==> src/rtl/somador_serial_pkg.sv <==
// Shared types and helpers for the bit-serial adder.
package somador_serial_pkg;

    typedef enum logic [1:0] {
        IDLE  = 2'd0,
        SHIFT = 2'd1,
        DONE  = 2'd2
    } state_t;

    // Bit counter width; a 2-bit operand still needs one counter bit.
    function automatic int cnt_width(input int n);
        return (n <= 32'sd2) ? 32'sd1 : $clog2(n);
    endfunction

endpackage

==> src/rtl/somador_serial_if.sv <==
// Operand/result bundle of the serial adder; carries ovf when SOMADOR_SERIAL_OVF_EN is defined.
interface somador_serial_if #(parameter int N = 4);

    logic         start;
    logic [N-1:0] A;
    logic [N-1:0] B;
    logic         C_in;
    logic         busy;
    logic         done;
    logic [N-1:0] S;
    logic         C_out;
`ifdef SOMADOR_SERIAL_OVF_EN
    logic         ovf;

    modport master (output start, A, B, C_in, input busy, done, S, C_out, ovf);
    modport slave  (input start, A, B, C_in, output busy, done, S, C_out, ovf);
`else
    modport master (output start, A, B, C_in, input busy, done, S, C_out);
    modport slave  (input start, A, B, C_in, output busy, done, S, C_out);
`endif

endinterface

==> src/rtl/somador_completo.sv <==
// One-bit full adder cell used by the serial adder datapath.
module somador_completo (
    input  logic a,
    input  logic b,
    input  logic cin,
    output logic s,
    output logic cout
);

    assign s    = a ^ b ^ cin;
    assign cout = (a & b) | (a & cin) | (b & cin);

endmodule

==> src/rtl/somador_serial.sv <==
// Bit-serial N-bit adder, LSB first, one full-adder cell plus a carry flop.
// Optional signed overflow output enabled by SOMADOR_SERIAL_OVF_EN.
module somador_serial
    import somador_serial_pkg::*;
#(
    parameter int N = 4
) (
    input  logic           clk,
    input  logic           rst_n,
    somador_serial_if.slave bus
);

    localparam int CW = cnt_width(N);

    state_t         state_r, state_s;
    logic [N-1:0]   a_sr_r, b_sr_r, s_sr_r;
    logic           carry_r;
    logic [CW-1:0]  cnt_r;
    logic           sum_bit_s, carry_s;
    logic           load_s, shift_s, finish_s, last_s;
    logic           busy_r, done_r, c_out_r;
    logic [N-1:0]   s_r;

    assign last_s = (cnt_r == CW'(N - 32'sd1));

    somador_completo u_fa (
        .a    (a_sr_r[0]),
        .b    (b_sr_r[0]),
        .cin  (carry_r),
        .s    (sum_bit_s),
        .cout (carry_s)
    );

    // Next-state decode and datapath strobes
    always_comb begin
        state_s  = state_r;
        load_s   = 1'b0;
        shift_s  = 1'b0;
        finish_s = 1'b0;
        case (state_r)
            IDLE: begin
                if (bus.start) begin
                    load_s  = 1'b1;
                    state_s = SHIFT;
                end else begin
                    state_s = IDLE;
                end
            end
            SHIFT: begin
                shift_s = 1'b1;
                if (last_s) begin
                    state_s = DONE;
                end else begin
                    state_s = SHIFT;
                end
            end
            DONE: begin
                finish_s = 1'b1;
                state_s  = IDLE;
            end
            default: state_s = IDLE;
        endcase
    end

    // State register
    always_ff @(posedge clk or negedge rst_n) begin
        if (!rst_n) begin
            state_r <= IDLE;
        end else begin
            state_r <= state_s;
        end
    end

    // Operand shift registers, carry flop and bit counter
    always_ff @(posedge clk or negedge rst_n) begin
        if (!rst_n) begin
            a_sr_r  <= '0;
            b_sr_r  <= '0;
            s_sr_r  <= '0;
            carry_r <= 1'b0;
            cnt_r   <= '0;
        end else if (load_s) begin
            a_sr_r  <= bus.A;
            b_sr_r  <= bus.B;
            carry_r <= bus.C_in;
            cnt_r   <= '0;
        end else if (shift_s) begin
            a_sr_r  <= a_sr_r >> 1;
            b_sr_r  <= b_sr_r >> 1;
            s_sr_r  <= {sum_bit_s, s_sr_r[N-1:1]};
            carry_r <= carry_s;
            // Counter parks at zero after the last bit so it never reaches N
            cnt_r   <= last_s ? '0 : cnt_r + CW'(1'b1);
        end
    end

    // Registered result, done pulse and busy flag
    always_ff @(posedge clk or negedge rst_n) begin
        if (!rst_n) begin
            busy_r  <= 1'b0;
            done_r  <= 1'b0;
            s_r     <= '0;
            c_out_r <= 1'b0;
        end else begin
            busy_r <= (state_s != IDLE);
            done_r <= finish_s;
            if (finish_s) begin
                s_r     <= s_sr_r;
                c_out_r <= carry_r;
            end
        end
    end

    assign bus.busy  = busy_r;
    assign bus.done  = done_r;
    assign bus.S     = s_r;
    assign bus.C_out = c_out_r;

`ifdef SOMADOR_SERIAL_OVF_EN
    logic c_msb_r, ovf_r;

    // Carry into the MSB is the carry flop value entering the last bit
    always_ff @(posedge clk or negedge rst_n) begin
        if (!rst_n) begin
            c_msb_r <= 1'b0;
            ovf_r   <= 1'b0;
        end else begin
            if (shift_s && last_s) begin
                c_msb_r <= carry_r;
            end
            if (finish_s) begin
                ovf_r <= c_msb_r ^ carry_r;
            end
        end
    end

    assign bus.ovf = ovf_r;
`endif

endmodule

==> src/flat_wrapper.sv <==
// flat-port wrapper written by rule: the top's interface ports become plain ports
module somador_serial_flat import somador_serial_pkg::*;
#(
    parameter int N = 4
)
  (clk, rst_n, bus_start, bus_A, bus_B, bus_C_in, bus_busy, bus_done, bus_S, bus_C_out);
  somador_serial_if #(.N(N)) bus_i ();
  input  logic clk;
  input  logic rst_n;
  input wire logic [$bits(bus_i.start)-1:0] bus_start;
  input wire logic [$bits(bus_i.A)-1:0] bus_A;
  input wire logic [$bits(bus_i.B)-1:0] bus_B;
  input wire logic [$bits(bus_i.C_in)-1:0] bus_C_in;
  output wire logic [$bits(bus_i.busy)-1:0] bus_busy;
  output wire logic [$bits(bus_i.done)-1:0] bus_done;
  output wire logic [$bits(bus_i.S)-1:0] bus_S;
  output wire logic [$bits(bus_i.C_out)-1:0] bus_C_out;
  assign bus_i.start = bus_start;
  assign bus_i.A = bus_A;
  assign bus_i.B = bus_B;
  assign bus_i.C_in = bus_C_in;
  assign bus_busy = bus_i.busy;
  assign bus_done = bus_i.done;
  assign bus_S = bus_i.S;
  assign bus_C_out = bus_i.C_out;
  somador_serial #(.N(N)) u_core (.clk(clk), .rst_n(rst_n), .bus(bus_i));
endmodule
==> config.mk <==
export PLATFORM = sky130hd
export DESIGN_NAME = somador_serial_flat
export DESIGN_NICKNAME = d
export VERILOG_FILES = /design/src/rtl/somador_serial_pkg.sv /design/src/rtl/somador_serial_if.sv /design/src/rtl/somador_completo.sv /design/src/rtl/somador_serial.sv /design/src/flat_wrapper.sv
export SDC_FILE = /design/constraint.sdc
export NUM_CORES = 1
export LEC_CHECK = 0
export CORE_MARGIN = 2
export CORE_UTILIZATION = 46
export DETAILED_ROUTE_END_ITERATION = 8
export PLACE_DENSITY = 0.75
export SYNTH_ARGS = -nofsm -noshare
export SYNTH_HDL_FRONTEND = slang
export SYNTH_SLANG_ARGS = --single-unit
export TNS_END_PERCENT = 10
==> constraint.sdc <==
create_clock -name clk -period 1.2 [get_ports clk]
set_input_delay 0.3 -clock clk [delete_from_list [all_inputs] [get_ports clk]]
set_output_delay 0.3 -clock clk [all_outputs]
set_load 0.02 [all_outputs]
==> summary.md <==
| Metric | Value |
|---|---|
| Outcome | complete, but fails checks |
| Failing checks | setup timing |
| Worst rel slew slack | 82.9% |
| Core Box Area | 2230 sq um |
| Unrepaired setup endpoints after global routing | true |
| Port buffer count | 18 |
| RR Endpoint | u_core.s_sr_r[3] |
| # DRC | 0 |
| Area Growth Syn to Fin | 29.7% |
| Final Slew Violations | 0 |
| Cell chain of the critical path | fa_1 > mux2_4 |
| Dpl cell area | 1390 sq um |
| YS warnings | 0 |
| Total track usage | 15.9% |
| Area share of the largest cell type after synthesis | 54.7% |
| Mapped Avg Cell Area | 14.6 sq um |
| N_diodes | 0 |
| Crit Path Max Fanout | 2 |
| Total Power | 0.00359 W |
| Worst path required time | 1.41 ns |
| Layout Nets | 121 |
| I/O pin total | 19 |
| Worst reg2reg startpoint | u_core.b_sr_r[0] |
| Synth top cells by count | 24 x dfrtp_1, 6 x mux2_4, 5 x or4b_1, 4 x nor3b_1, 4 x o221a_1 |
| Detailed Routing Iterations Pass 1 | 3 |
| Ys flop type | dfrtp_1 |
| Num CTS Buffers | 3 |
| Post-synthesis instance area | 1100 sq um |
| Hold Buf Count CTS | 0 |
| Clock H-tree levels | 1 |
| Worst vdd ir | 1.50 mV |
| CP peak stage delay | 0.51 ns |
| Total gr overflow | 0 |
| WL/cell | 13.6 microns |
| #FFs+latches synth | 24 |
| Setup_tns | -0.208 ns |
| Setup Buffers After CTS | 0 |
| Post-synthesis cell type count | 26 |
| Via-to-Cell Ratio | 5.24 |
| Top post-synthesis cells by area | dfrtp_1 55%, mux2_4 8.2%, or4b_1 4.6% |
| Sequential-to-total area share from yosys stat | 54.7% |
| Setup crit start kind | flip-flop |
| Die width | 52.9 microns |
| FILL cells | 167 |
| WL final | 1820 microns |
| Post-synth net total | 89 |
| Vias in the first global route | 701 |
| Worst hold path type | primary input to async pin |
| Initial antenna violation count | 0 |
| Minimum clock period | 1.31 ns |
| CTS sink cnt | 24 |
| Pin count of the biggest net entering global routing | 25 |
| Max Root-Sink Buffers | 2 |
| DIE HEIGHT | 52.9 microns |
| Type of the worst setup path | flip-flop to flip-flop |
| Fmax | 765 MHz |
| Starting DRT DRC Count | 3 |
| Leakage power | 0.648 nW |
| Fin. Hold Viols | 0 |
| GPL Wtd Cong | 0.740 |
| Slowest-stage cell, CP | fa_1 |
| Final Setup Violations | 9 |
| Period utilization | 109% |
| R2R Setup Slk | -0.11 ns |
| MaxCap Viol Count | 0 |
| Worst Path Arrival | 1.52 ns |
| Skew-Pair Late Insertion Delay | 0.31 ns |
| Vias post-DR | 702 |
| Register area | 603 sq um |
| Clock transition at path regs | 0.13 ns |
| Final non-filler cell total | 134 |
| Reg2Reg Depth | 2 |
| Worst Setup End Kind | flip-flop |
| Row count | 17 |
| CTS tree | built |
| Asr flop ratio synth | 100% |
| Initial core utilization | 49.2% |
| Cells after DPL | 130 |
| Post-synth EDFFs | 0 |
| Slew @ Worst Pin | 0.253 ns |
| Mapped Cells | 75 |
| Hold Slack | 0.324 ns |
| Detail Route Antenna Nets | 0 |
| Final Cell Area | 1430 sq um |
| Layout cells sized above 1 | 37.7% |
| Multi-input gate area | 469 sq um |
| Synth area leader | dfrtp_1 |
| Setup ws final | -0.108 ns |
| Die area | 2800 sq um |
| Most frequent cell after synthesis | dfrtp_1 |
| Clock root buffer master | clkbuf_4 |
| Clock skew | 0.00768 ns |
| Power Dens Cells | 2520 nW/um^2 |
| Global-route wire length before repair | 3170 microns |
state kept, by name (all words and copies together) (netlist names):
signal            count
u_core.a_sr_r         4
u_core.b_sr_r         4
u_core.bus.C_out      1
u_core.bus.S          4
u_core.bus.busy       1
u_core.bus.done       1
u_core.carry_r        1
u_core.cnt_r          2
u_core.s_sr_r         4
u_core.state_r        2
layout make-up:
| cell class | instances | area share, % |
|---|---|---|
| multi-input combinational | 44 | 32.9 |
| clock buffer | 3 | 1.58 |
| clock inverter | 1 | 2.11 |
| inverter | 3 | 0.790 |
| tap | 28 | 2.46 |
| sequential | 24 | 42.3 |
| timing repair buffer | 31 | 17.8 |
power by group:
part	total, W	internal, W	switching, W
sequential	0.00148	0.00119	0.000290
combinational	0.00155	0.000919	0.000633
clock	0.000564	0.000338	0.000227
metrics by stage:
step	util [%]	worst slack [ns]
2_1_floorplan	-	-0.0135
3_3_place_gp	62.4	-0.351
3_5_place_dp	62.4	-0.388
4_1_cts	63.2	-0.103
5_1_grt	63.8	-0.130
6_report	63.8	-0.108
worst max-delay path by stage:
stage,start,end,depth (start not counted)
floorplan,u_core.b_sr_r[0],u_core.s_sr_r[3],2
finish,u_core.b_sr_r[0],u_core.s_sr_r[3],2
detailed placement,bus_start,u_core.b_sr_r[2],5
global placement,bus_start,u_core.b_sr_r[1],3
CTS,u_core.b_sr_r[0],u_core.s_sr_r[3],2
global route,u_core.b_sr_r[0],u_core.s_sr_r[3],2
critical path, delay by kind of cell (launching register included):
kind       cells  cell delay [ns]
fa+ha+maj      1             0.51
flops          1             0.43
mux            1             0.27
routing by layer:
metal	share of wire [%]	wire [microns]	track usage, %	vias up
met2	47	849	25.0	14
li1	-	-	-	350
met3	5.0	90	5.93	0
met4	0	0	2.56	0
met5	0	0	0	-
met1	48	876	21.4	338
kinds of logic after synthesis:
family | count (synthesis) | share of synthesized area, %
DFF | 24 | 54.7
muxes | 9 | 11.3
buffers and inverters | 7 | 4.10
adders and majority gates | 2 | 2.96
and+or+nand+nor | 20 | 15.8
AOI/OAI and AO/OA | 13 | 11.2
placed cells by master, fill, tap and decap left out, drive strengths merged, types with 3 or more instances in the layout:
master,netlist,final
or4b,5,5
inv,3,3
mux2,9,9
clkbuf,0,3
dfrtp,24,24
nor3b,4,4
buf,4,20
clkdlybuf4s50,0,10
nand2b,3,3
o221a,5,5
what timing repair did:
item                       in CTS  in global routing
cloned                          0                  0
setup endpoints to repair      26                 22
gates resized for setup        31                  2
pin swaps                       5                  4
(Power assumes the default switching activity.)
